--- src/rtl/apb_req_master_if.sv ---
// Request/response channel and APB3 port bundle for apb_req_master.
// No logic or latency; master modport is the APB master (the DUT), slave is its environment.
// Backpressure: carries req_ready_o / rsp_ready_i / pready_i as plain wires.
interface apb_req_master_if #(
    parameter int APB_ADDR_WIDTH = 32,
    parameter int APB_DATA_WIDTH = 32
) ();
    logic                      req_valid_i;
    logic                      req_ready_o;
    logic [APB_ADDR_WIDTH-1:0] req_addr_i;
    logic                      req_write_i;
    logic [APB_DATA_WIDTH-1:0] req_wdata_i;
    logic                      rsp_valid_o;
    logic                      rsp_ready_i;
    logic [APB_DATA_WIDTH-1:0] rsp_rdata_o;
    logic                      rsp_err_o;
    logic                      psel_o;
    logic                      penable_o;
    logic                      pwrite_o;
    logic [APB_ADDR_WIDTH-1:0] paddr_o;
    logic [APB_DATA_WIDTH-1:0] pwdata_o;
    logic [APB_DATA_WIDTH-1:0] prdata_i;
    logic                      pready_i;
    logic                      pslverr_i;

    modport master (
        input  req_valid_i, req_addr_i, req_write_i, req_wdata_i, rsp_ready_i,
        input  prdata_i, pready_i, pslverr_i,
        output req_ready_o, rsp_valid_o, rsp_rdata_o, rsp_err_o,
        output psel_o, penable_o, pwrite_o, paddr_o, pwdata_o
    );

    modport slave (
        output req_valid_i, req_addr_i, req_write_i, req_wdata_i, rsp_ready_i,
        output prdata_i, pready_i, pslverr_i,
        input  req_ready_o, rsp_valid_o, rsp_rdata_o, rsp_err_o,
        input  psel_o, penable_o, pwrite_o, paddr_o, pwdata_o
    );
endinterface

--- src/rtl/apb_req_master.sv ---
// Valid/ready request -> APB3 SETUP/ACCESS master, one transfer outstanding; optional watchdog via APB_REQ_TIMEOUT_EN.
// Latency: handshake cycle N -> psel N+1 -> penable N+2 -> rsp_valid N+3 with zero-wait pready.
// Backpressure: req_ready_o only in IDLE; response held in RESP until rsp_ready_i.
module apb_req_master #(
    parameter int APB_ADDR_WIDTH = 32,
    parameter int APB_DATA_WIDTH = 32,
    parameter int TIMEOUT_CYCLES = 256
) (
    input  logic              clk_i,
    input  logic              rst_i,
    apb_req_master_if.master  bus
);
    typedef enum logic [1:0] {IDLE, SETUP, ACCESS, RESP} state_e;

    state_e                    state_q, state_d;
    logic                      psel_q, psel_d;
    logic                      penable_q, penable_d;
    logic                      pwrite_q, pwrite_d;
    logic [APB_ADDR_WIDTH-1:0] paddr_q, paddr_d;
    logic [APB_DATA_WIDTH-1:0] pwdata_q, pwdata_d;
    logic                      rsp_valid_q, rsp_valid_d;
    logic [APB_DATA_WIDTH-1:0] rsp_rdata_q, rsp_rdata_d;
    logic                      rsp_err_q, rsp_err_d;
`ifdef APB_REQ_TIMEOUT_EN
    localparam logic [15:0] TIMEOUT_LIM = 16'(TIMEOUT_CYCLES);
    logic [15:0]               cnt_q, cnt_d;
`endif

    always_ff @(posedge clk_i or posedge rst_i) begin
        if (rst_i) begin
            state_q     <= IDLE;
            psel_q      <= 1'b0;
            penable_q   <= 1'b0;
            pwrite_q    <= 1'b0;
            paddr_q     <= '0;
            pwdata_q    <= '0;
            rsp_valid_q <= 1'b0;
            rsp_rdata_q <= '0;
            rsp_err_q   <= 1'b0;
`ifdef APB_REQ_TIMEOUT_EN
            cnt_q       <= '0;
`endif
        end else begin
            state_q     <= state_d;
            psel_q      <= psel_d;
            penable_q   <= penable_d;
            pwrite_q    <= pwrite_d;
            paddr_q     <= paddr_d;
            pwdata_q    <= pwdata_d;
            rsp_valid_q <= rsp_valid_d;
            rsp_rdata_q <= rsp_rdata_d;
            rsp_err_q   <= rsp_err_d;
`ifdef APB_REQ_TIMEOUT_EN
            cnt_q       <= cnt_d;
`endif
        end
    end

    // Outputs are registered: each branch sets the values seen in the next state.
    always_comb begin
        state_d     = state_q;
        psel_d      = psel_q;
        penable_d   = penable_q;
        pwrite_d    = pwrite_q;
        paddr_d     = paddr_q;
        pwdata_d    = pwdata_q;
        rsp_valid_d = rsp_valid_q;
        rsp_rdata_d = rsp_rdata_q;
        rsp_err_d   = rsp_err_q;
`ifdef APB_REQ_TIMEOUT_EN
        cnt_d       = cnt_q;
`endif
        case (state_q)
            IDLE: begin
                if (bus.req_valid_i) begin
                    paddr_d  = bus.req_addr_i & ~APB_ADDR_WIDTH'(3);
                    pwrite_d = bus.req_write_i;
                    pwdata_d = bus.req_wdata_i;
                    psel_d   = 1'b1;
                    state_d  = SETUP;
                end
            end
            SETUP: begin
                penable_d = 1'b1;
`ifdef APB_REQ_TIMEOUT_EN
                cnt_d     = '0;
`endif
                state_d   = ACCESS;
            end
            ACCESS: begin
                if (bus.pready_i) begin
                    psel_d      = 1'b0;
                    penable_d   = 1'b0;
                    rsp_err_d   = bus.pslverr_i;
                    rsp_rdata_d = (pwrite_q || bus.pslverr_i) ? '0 : bus.prdata_i;
                    rsp_valid_d = 1'b1;
                    state_d     = RESP;
                end
`ifdef APB_REQ_TIMEOUT_EN
                else if (cnt_q + 16'd1 == TIMEOUT_LIM) begin
                    psel_d      = 1'b0;
                    penable_d   = 1'b0;
                    rsp_err_d   = 1'b1;
                    rsp_rdata_d = '0;
                    rsp_valid_d = 1'b1;
                    state_d     = RESP;
                end else begin
                    cnt_d = cnt_q + 16'd1;
                end
`endif
            end
            RESP: begin
                if (bus.rsp_ready_i) begin
                    rsp_valid_d = 1'b0;
                    state_d     = IDLE;
                end
            end
            default: state_d = IDLE;
        endcase
    end

    assign bus.req_ready_o = (state_q == IDLE);
    assign bus.psel_o      = psel_q;
    assign bus.penable_o   = penable_q;
    assign bus.pwrite_o    = pwrite_q;
    assign bus.paddr_o     = paddr_q;
    assign bus.pwdata_o    = pwdata_q;
    assign bus.rsp_valid_o = rsp_valid_q;
    assign bus.rsp_rdata_o = rsp_rdata_q;
    assign bus.rsp_err_o   = rsp_err_q;
endmodule

--- src/flat_wrapper.sv ---
// flat-port wrapper written by rule: the top's interface ports become plain ports
module apb_req_master_flat 
#(
    parameter int APB_ADDR_WIDTH = 32,
    parameter int APB_DATA_WIDTH = 32,
    parameter int TIMEOUT_CYCLES = 256
)
  (clk_i, rst_i, bus_req_valid_i, bus_req_addr_i, bus_req_write_i, bus_req_wdata_i, bus_rsp_ready_i, bus_prdata_i, bus_pready_i, bus_pslverr_i, bus_req_ready_o, bus_rsp_valid_o, bus_rsp_rdata_o, bus_rsp_err_o, bus_psel_o, bus_penable_o, bus_pwrite_o, bus_paddr_o, bus_pwdata_o);
  apb_req_master_if #(.APB_ADDR_WIDTH(APB_ADDR_WIDTH), .APB_DATA_WIDTH(APB_DATA_WIDTH)) bus_i ();
  input  logic clk_i;
  input  logic rst_i;
  input wire logic [$bits(bus_i.req_valid_i)-1:0] bus_req_valid_i;
  input wire logic [$bits(bus_i.req_addr_i)-1:0] bus_req_addr_i;
  input wire logic [$bits(bus_i.req_write_i)-1:0] bus_req_write_i;
  input wire logic [$bits(bus_i.req_wdata_i)-1:0] bus_req_wdata_i;
  input wire logic [$bits(bus_i.rsp_ready_i)-1:0] bus_rsp_ready_i;
  input wire logic [$bits(bus_i.prdata_i)-1:0] bus_prdata_i;
  input wire logic [$bits(bus_i.pready_i)-1:0] bus_pready_i;
  input wire logic [$bits(bus_i.pslverr_i)-1:0] bus_pslverr_i;
  output wire logic [$bits(bus_i.req_ready_o)-1:0] bus_req_ready_o;
  output wire logic [$bits(bus_i.rsp_valid_o)-1:0] bus_rsp_valid_o;
  output wire logic [$bits(bus_i.rsp_rdata_o)-1:0] bus_rsp_rdata_o;
  output wire logic [$bits(bus_i.rsp_err_o)-1:0] bus_rsp_err_o;
  output wire logic [$bits(bus_i.psel_o)-1:0] bus_psel_o;
  output wire logic [$bits(bus_i.penable_o)-1:0] bus_penable_o;
  output wire logic [$bits(bus_i.pwrite_o)-1:0] bus_pwrite_o;
  output wire logic [$bits(bus_i.paddr_o)-1:0] bus_paddr_o;
  output wire logic [$bits(bus_i.pwdata_o)-1:0] bus_pwdata_o;
  assign bus_i.req_valid_i = bus_req_valid_i;
  assign bus_i.req_addr_i = bus_req_addr_i;
  assign bus_i.req_write_i = bus_req_write_i;
  assign bus_i.req_wdata_i = bus_req_wdata_i;
  assign bus_i.rsp_ready_i = bus_rsp_ready_i;
  assign bus_i.prdata_i = bus_prdata_i;
  assign bus_i.pready_i = bus_pready_i;
  assign bus_i.pslverr_i = bus_pslverr_i;
  assign bus_req_ready_o = bus_i.req_ready_o;
  assign bus_rsp_valid_o = bus_i.rsp_valid_o;
  assign bus_rsp_rdata_o = bus_i.rsp_rdata_o;
  assign bus_rsp_err_o = bus_i.rsp_err_o;
  assign bus_psel_o = bus_i.psel_o;
  assign bus_penable_o = bus_i.penable_o;
  assign bus_pwrite_o = bus_i.pwrite_o;
  assign bus_paddr_o = bus_i.paddr_o;
  assign bus_pwdata_o = bus_i.pwdata_o;
  apb_req_master #(.APB_ADDR_WIDTH(APB_ADDR_WIDTH), .APB_DATA_WIDTH(APB_DATA_WIDTH), .TIMEOUT_CYCLES(TIMEOUT_CYCLES)) u_core (.clk_i(clk_i), .rst_i(rst_i), .bus(bus_i));
endmodule
--- config.mk ---
export PLATFORM = sky130hd
export DESIGN_NAME = apb_req_master_flat
export DESIGN_NICKNAME = d
export VERILOG_FILES = /design/src/rtl/apb_req_master_if.sv /design/src/rtl/apb_req_master.sv /design/src/flat_wrapper.sv
export SDC_FILE = /design/constraint.sdc
export NUM_CORES = 1
export LEC_CHECK = 0
export BUFFER_PORTS_ARGS = -buffer_cell sky130_fd_sc_hd__buf_2
export CORE_MARGIN = 8
export CORE_UTILIZATION = 46
export CTS_BUF_LIST = sky130_fd_sc_hd__clkbuf_8
export DETAILED_ROUTE_END_ITERATION = 7
export PLACE_DENSITY_LB_ADDON = 0.1
export SYNTH_ARGS = -nofsm -noshare
export SYNTH_HDL_FRONTEND = slang
export SYNTH_SLANG_ARGS = --single-unit
--- constraint.sdc ---
create_clock -name clk_i -period 4.5 [get_ports clk_i]
set_clock_uncertainty 0.15 [all_clocks]
set_input_delay 0.45 -clock clk_i [delete_from_list [all_inputs] [get_ports clk_i]]
set_output_delay 0.45 -clock clk_i [all_outputs]
set_load 0.02 [all_outputs]
# Word level (Yosys, flattened, before mapping)
# Index checks and enable logic that the tools add are counted.
# W data, S select, Z words.
[totals]
regBits = 101
output_inout_bits = 102
word_cells = 38
[op_classes]
n_eq_ne = 6
mux = 12
n_reduce_logical = 11
[op_table]
columns = ["operator", "n"]
rows = [
  ["$mux W32", 1],
  ["$reduce_and A3 Y1", 3],
  ["$pmux W2 S4", 1],
  ["$mux W2", 3],
  ["$ne A2 B2 Y1 const B", 3],
  ["$pmux W1 S2", 3],
  ["$reduce_and A2 Y1", 3],
  ["$reduce_bool A2 Y1", 3],
  ["$eq A2 B2 Y1 const B", 2],
  ["$mux W1", 4],
  ["$eq A2 B1 Y1 const B", 1],
  ["$logic_not A2 Y1", 1],
  ["$logic_or A1 B1 Y1", 1],
]

# Longest topological paths before layout
[logic_depth]
depth_word = 3
depth_mapped = 6
ltp_nobuf = 5

# Least setup slack after synthesis
# OpenSTA, ideal clock, no wires.
[synth_timing]
path_type = "register -> register"
startpoint = "register u_core.state_q[0]"
endpoint = "register u_core.paddr_q[10], in the netlist u_core.bus.paddr_o[10]"
setup_ns = 0.125
t_arrival_ns = 1.400
required_ns = 4.225
slack_ns = 2.825
path_stages_with_launch = 6
path_buffers = 1
synth_period_minus_slack_ns = 1.675
path_cell_list = "dfrtp_1 > inv_1 > ha_1 > nand2_1 > buf_2 > mux2_2"
[synth_via]
elab_chain_len = 2
[synth_lines]
columns = ["item", "line", "text"]
rows = [
  ["start, declared", "apb_req_master.sv:15", "state_e state_q, state_d;"],
  ["start signal, assigned", "apb_req_master.sv:44", "state_q <= state_d;"],
  ["$logic_not A2 Y1", "apb_req_master.sv:73", "case (state_q)"],
  ["$reduce_and A2 Y1 (no source line)", "n/a", ""],
  ["end signal, assigned", "apb_req_master.sv:48", "paddr_q <= paddr_d;"],
  ["end, declared", "apb_req_master.sv:19", "logic [APB_ADDR_WIDTH-1:0] paddr_q, paddr_d;"],
]
# No other way between the ends.
# A chain may end at the register's enable or synchronous reset.

# Final worst setup path
[layout_timing]
startpoint = "register u_core.state_q[0]"
endpoint = "register u_core.rsp_rdata_q[17], in the netlist u_core.bus.rsp_rdata_o[17]"
[layout_via]
elab_chain_len = 2
[layout_lines]
columns = ["item", "line", "text"]
rows = [
  ["$eq A2 B2 Y1", "apb_req_master.sv:73", ""],
  ["$reduce_and A2 Y1 (no source line)", "n/a", ""],
  ["end signal, assigned", "apb_req_master.sv:51", "rsp_rdata_q <= rsp_rdata_d;"],
  ["end, declared", "apb_req_master.sv:22", "logic [APB_DATA_WIDTH-1:0] rsp_rdata_q, rsp_rdata_d;"],
]
# No other way between the ends.

==> results by group <==
Clock tree
  • Post-CTS Setup Inserts: 0
  • Root buffer cell: clkbuf_8
  • CTS H-tree depth: 3
  • CTS tree: yes
  • Hold-fix buffers at CTS: 0
  • Worst-skew pair later-pin latency: 0.34 ns
  • Post_cts resized: 0
  • Clock Path Buffers: 2
  • Total clock buffers created by CTS: 9
  • Clk sinks: 101
  • Clock slew at reported path FFs: 0.09 ns

Pwr
  • Pwr per Cell Area: 789 mW/mm^2
  • Worst VDD drop: 0.000399 V
  • Leak: 0.00271 uW

Setup path
  • Critical Path RT: 4.63 ns
  • Capture point of the worst reg-to-reg path: u_core.bus.rsp_rdata_o[17]
  • CP max FO: 34
  • Arr. time, crit path: 2.86 ns
  • Worst Setup Start Kind: flip-flop
  • Slowest-stage cell, CP: nor3_4
  • Worst setup EP type: flip-flop
  • Reg2Reg Setup Slack: 1.77 ns
  • Crit-path max cell delay: 1.07 ns
  • Worst r2r src: u_core.state_q[0]
  • Reg2reg path depth: 5
  • Worst setup path class: flip-flop to flip-flop
  • Crit path cell chain: inv_1, ha_1, nand2_2, nor3_4, a22o_1

Synthesis
  • Avg Inst Size Synth: 16.0 sq um
  • Mapped Area: 0.00384 sq mm
  • Post-synthesis cell type count: 20
  • Synth Register Bits: 101
  • Area leader, netlist: dfrtp_1
  • Post-synthesis sequential area ratio: 65.8%
  • Synth area leaders: dfrtp_1 66%, mux2_2 19%, a22o_1 7.5%
  • Mapped Cells: 240
  • Warnings from Yosys: 0
  • Synth top area share: 65.8%

Route
  • DR iter-0 viols: 114
  • WL/cell: 17.7 microns
  • DR vias/cell: 4.93
  • Antenna-violating nets left: 0
  • Initial DRT Pass Iterations: 4
  • WL final: 9720 microns
  • Via count: 2707
  • # DRC: 0

STA
  • RSZ-0062 raised after global routing: false
  • Post-layout min period: 2.73 ns
  • # setup viols final: 0
  • Max transition margin: 20.3%
  • Worst slew pin tran: 1.19 ns
  • Max Freq: 366 MHz
  • Final hold vios: 0
  • Final period util: 60.8%
  • Final count of pins violating max slew: 0
  • Final setup TNS: 0 ns

Layout
  • Most frequent cells in the layout: 200 x buf_2, 101 x dfrtp_1, 64 x mux2_2, 33 x a22o_1, 10 x clkbuf_8
  • Sequential cell area: 0.00253 sq mm
  • Multi-input combinational cell area: 0.00122 sq mm
  • Filler cell count: 691
  • Design area: 0.00512 sq mm
  • ANT cells: 0
  • Area grow syn2layout: 33.3%
  • Share of cells above drive strength 1: 64.0%
  • Final net count: 549
  • Final Non-Filler Cells: 549
  • Commonest non-fill, non-tap cell in the layout: buf_2

Placed design
  • Cell Area, Placed: 0.00491 sq mm
  • Cell count after placement: 534
  • I/O Buffers: 200
  • Gpl congestion: 0.738
  • HPWL after detailed placement: 7480 microns

Die
  • Initial Utilization: 47.0%
  • DIE AREA: 0.0115 sq mm
  • Die W: 107 microns
  • Core area: 0.00818 sq mm
  • Site Rows: 33
  • Number of I/O pins: 205
  • Die height: 107 microns

Status
  • Outcome: completed

Global routing
  • First-pass GRT wire length: 15000 microns
  • Gr usage total: 16.5%
  • Initial antenna violation count: 0
  • Largest net degree at the start of global routing: 76
  • GR Overflow Total: 0
  • Vias in the first global route: 2937

Hold path
  • Worst Hold Class: input pin to asynchronous set/reset pin

Flow run
  • Max-cap violations: 0
[routing by layer]
layer  share of wire (%)  global-route usage [%]  vias to the layer above
met4                 1.0                    3.96                        0
met1                  39                    19.0                     1319
met5                   0                       0                        -
li1                    -                       -                     1256
met3                  12                    8.32                        7
met2                  48                    26.7                      125
[cell families after synthesis]
kind of cell             count (synthesis)  synth area share [%]
AO/OA/AOI/OAI                           36                  7.98
adder cells (fa/ha/maj)                  6                  1.95
buffers and inverters                   18                  2.73
flip-flops                             101                  65.8
multiplexers                            68                  19.8
other                                    1                0.0976
AND/OR/NAND/NOR                         10                  1.63
[final cells by class]
cell class                 instances  share of cell area (%)
inverter                           4                   0.342
timing repair buffer             202                    19.8
clock inverter                     5                    1.49
sequential                       101                    49.3
multi-input combinational        122                    23.7
clock buffer                      10                    2.69
tap                              105                    2.56
[cell usage after synthesis]
cell	instances
buf_4	2
ha_1	6
mux2_2	64
nand2b_1	3
inv_1	4
dfrtp_1	101
and3_1	1
mux2_1	1
a31oi_1	2
clkbuf_1	3
o21ai_0	1
buf_2	6
nand2_2	1
buf_6	3
conb_1	1
nor2_1	1
nor3_4	1
nand2_1	3
a22o_1	33
mux2i_1	3
[worst max-delay path, delay by kind of cell, from the launching register on]
kind,cells,cell delay (ns)
AND/OR/NAND/NOR,2,1.46
flip-flops,1,0.41
AO/OA/AOI/OAI,1,0.26
adder cells (fa/ha/maj),1,0.23
buffers and inverters,1,0.14
[power breakdown]
part	internal, uW	leakage [uW]	switching [uW]
Clock	323	0.000110	284
Combinational	773	0.00135	1080
Sequential	1360	0.00125	226
Total	2450	0.00271	1590
[flip-flops by register name, summed over array words and instances, names as in the netlist, 2 cells and up]
name,flops
u_core.bus.pwdata_o,32
u_core.bus.rsp_rdata_o,32
u_core.bus.paddr_o,30
u_core.state_q,2
[how the worst max path moves through the flow]
| stage | startpoint | to | slack (ns) |
|---|---|---|---|
| after detailed placement | u_core.state_q[0] | u_core.bus.rsp_rdata_o[17] | 1.72 |
| final | u_core.state_q[0] | u_core.bus.rsp_rdata_o[17] | 1.77 |
| after floorplan | rst_i | u_core.bus.paddr_o[10] | 1.25 |
| after global placement | u_core.state_q[0] | u_core.bus.rsp_rdata_o[9] | 1.80 |
| after CTS | u_core.state_q[0] | u_core.bus.rsp_rdata_o[17] | 1.71 |
| after global routing | u_core.state_q[0] | u_core.bus.rsp_rdata_o[17] | 1.50 |
[metrics by stage]
step / setup WS [ns] / utilization (%) / power, uW / hold slack, ns
after global placement: 1.80 / 60.0 / 3440 / 0.327
after detailed placement: 1.72 / 60.0 / 3490 / 0.334
after floorplan: 1.25 / - / 2810 / 0.386
final: 1.77 / 62.7 / 4040 / 0.128
after CTS: 1.71 / 62.7 / 4100 / 0.146
after global routing: 1.50 / 62.7 / 4290 / 0.133
Power figures use the tool's default switching activity.
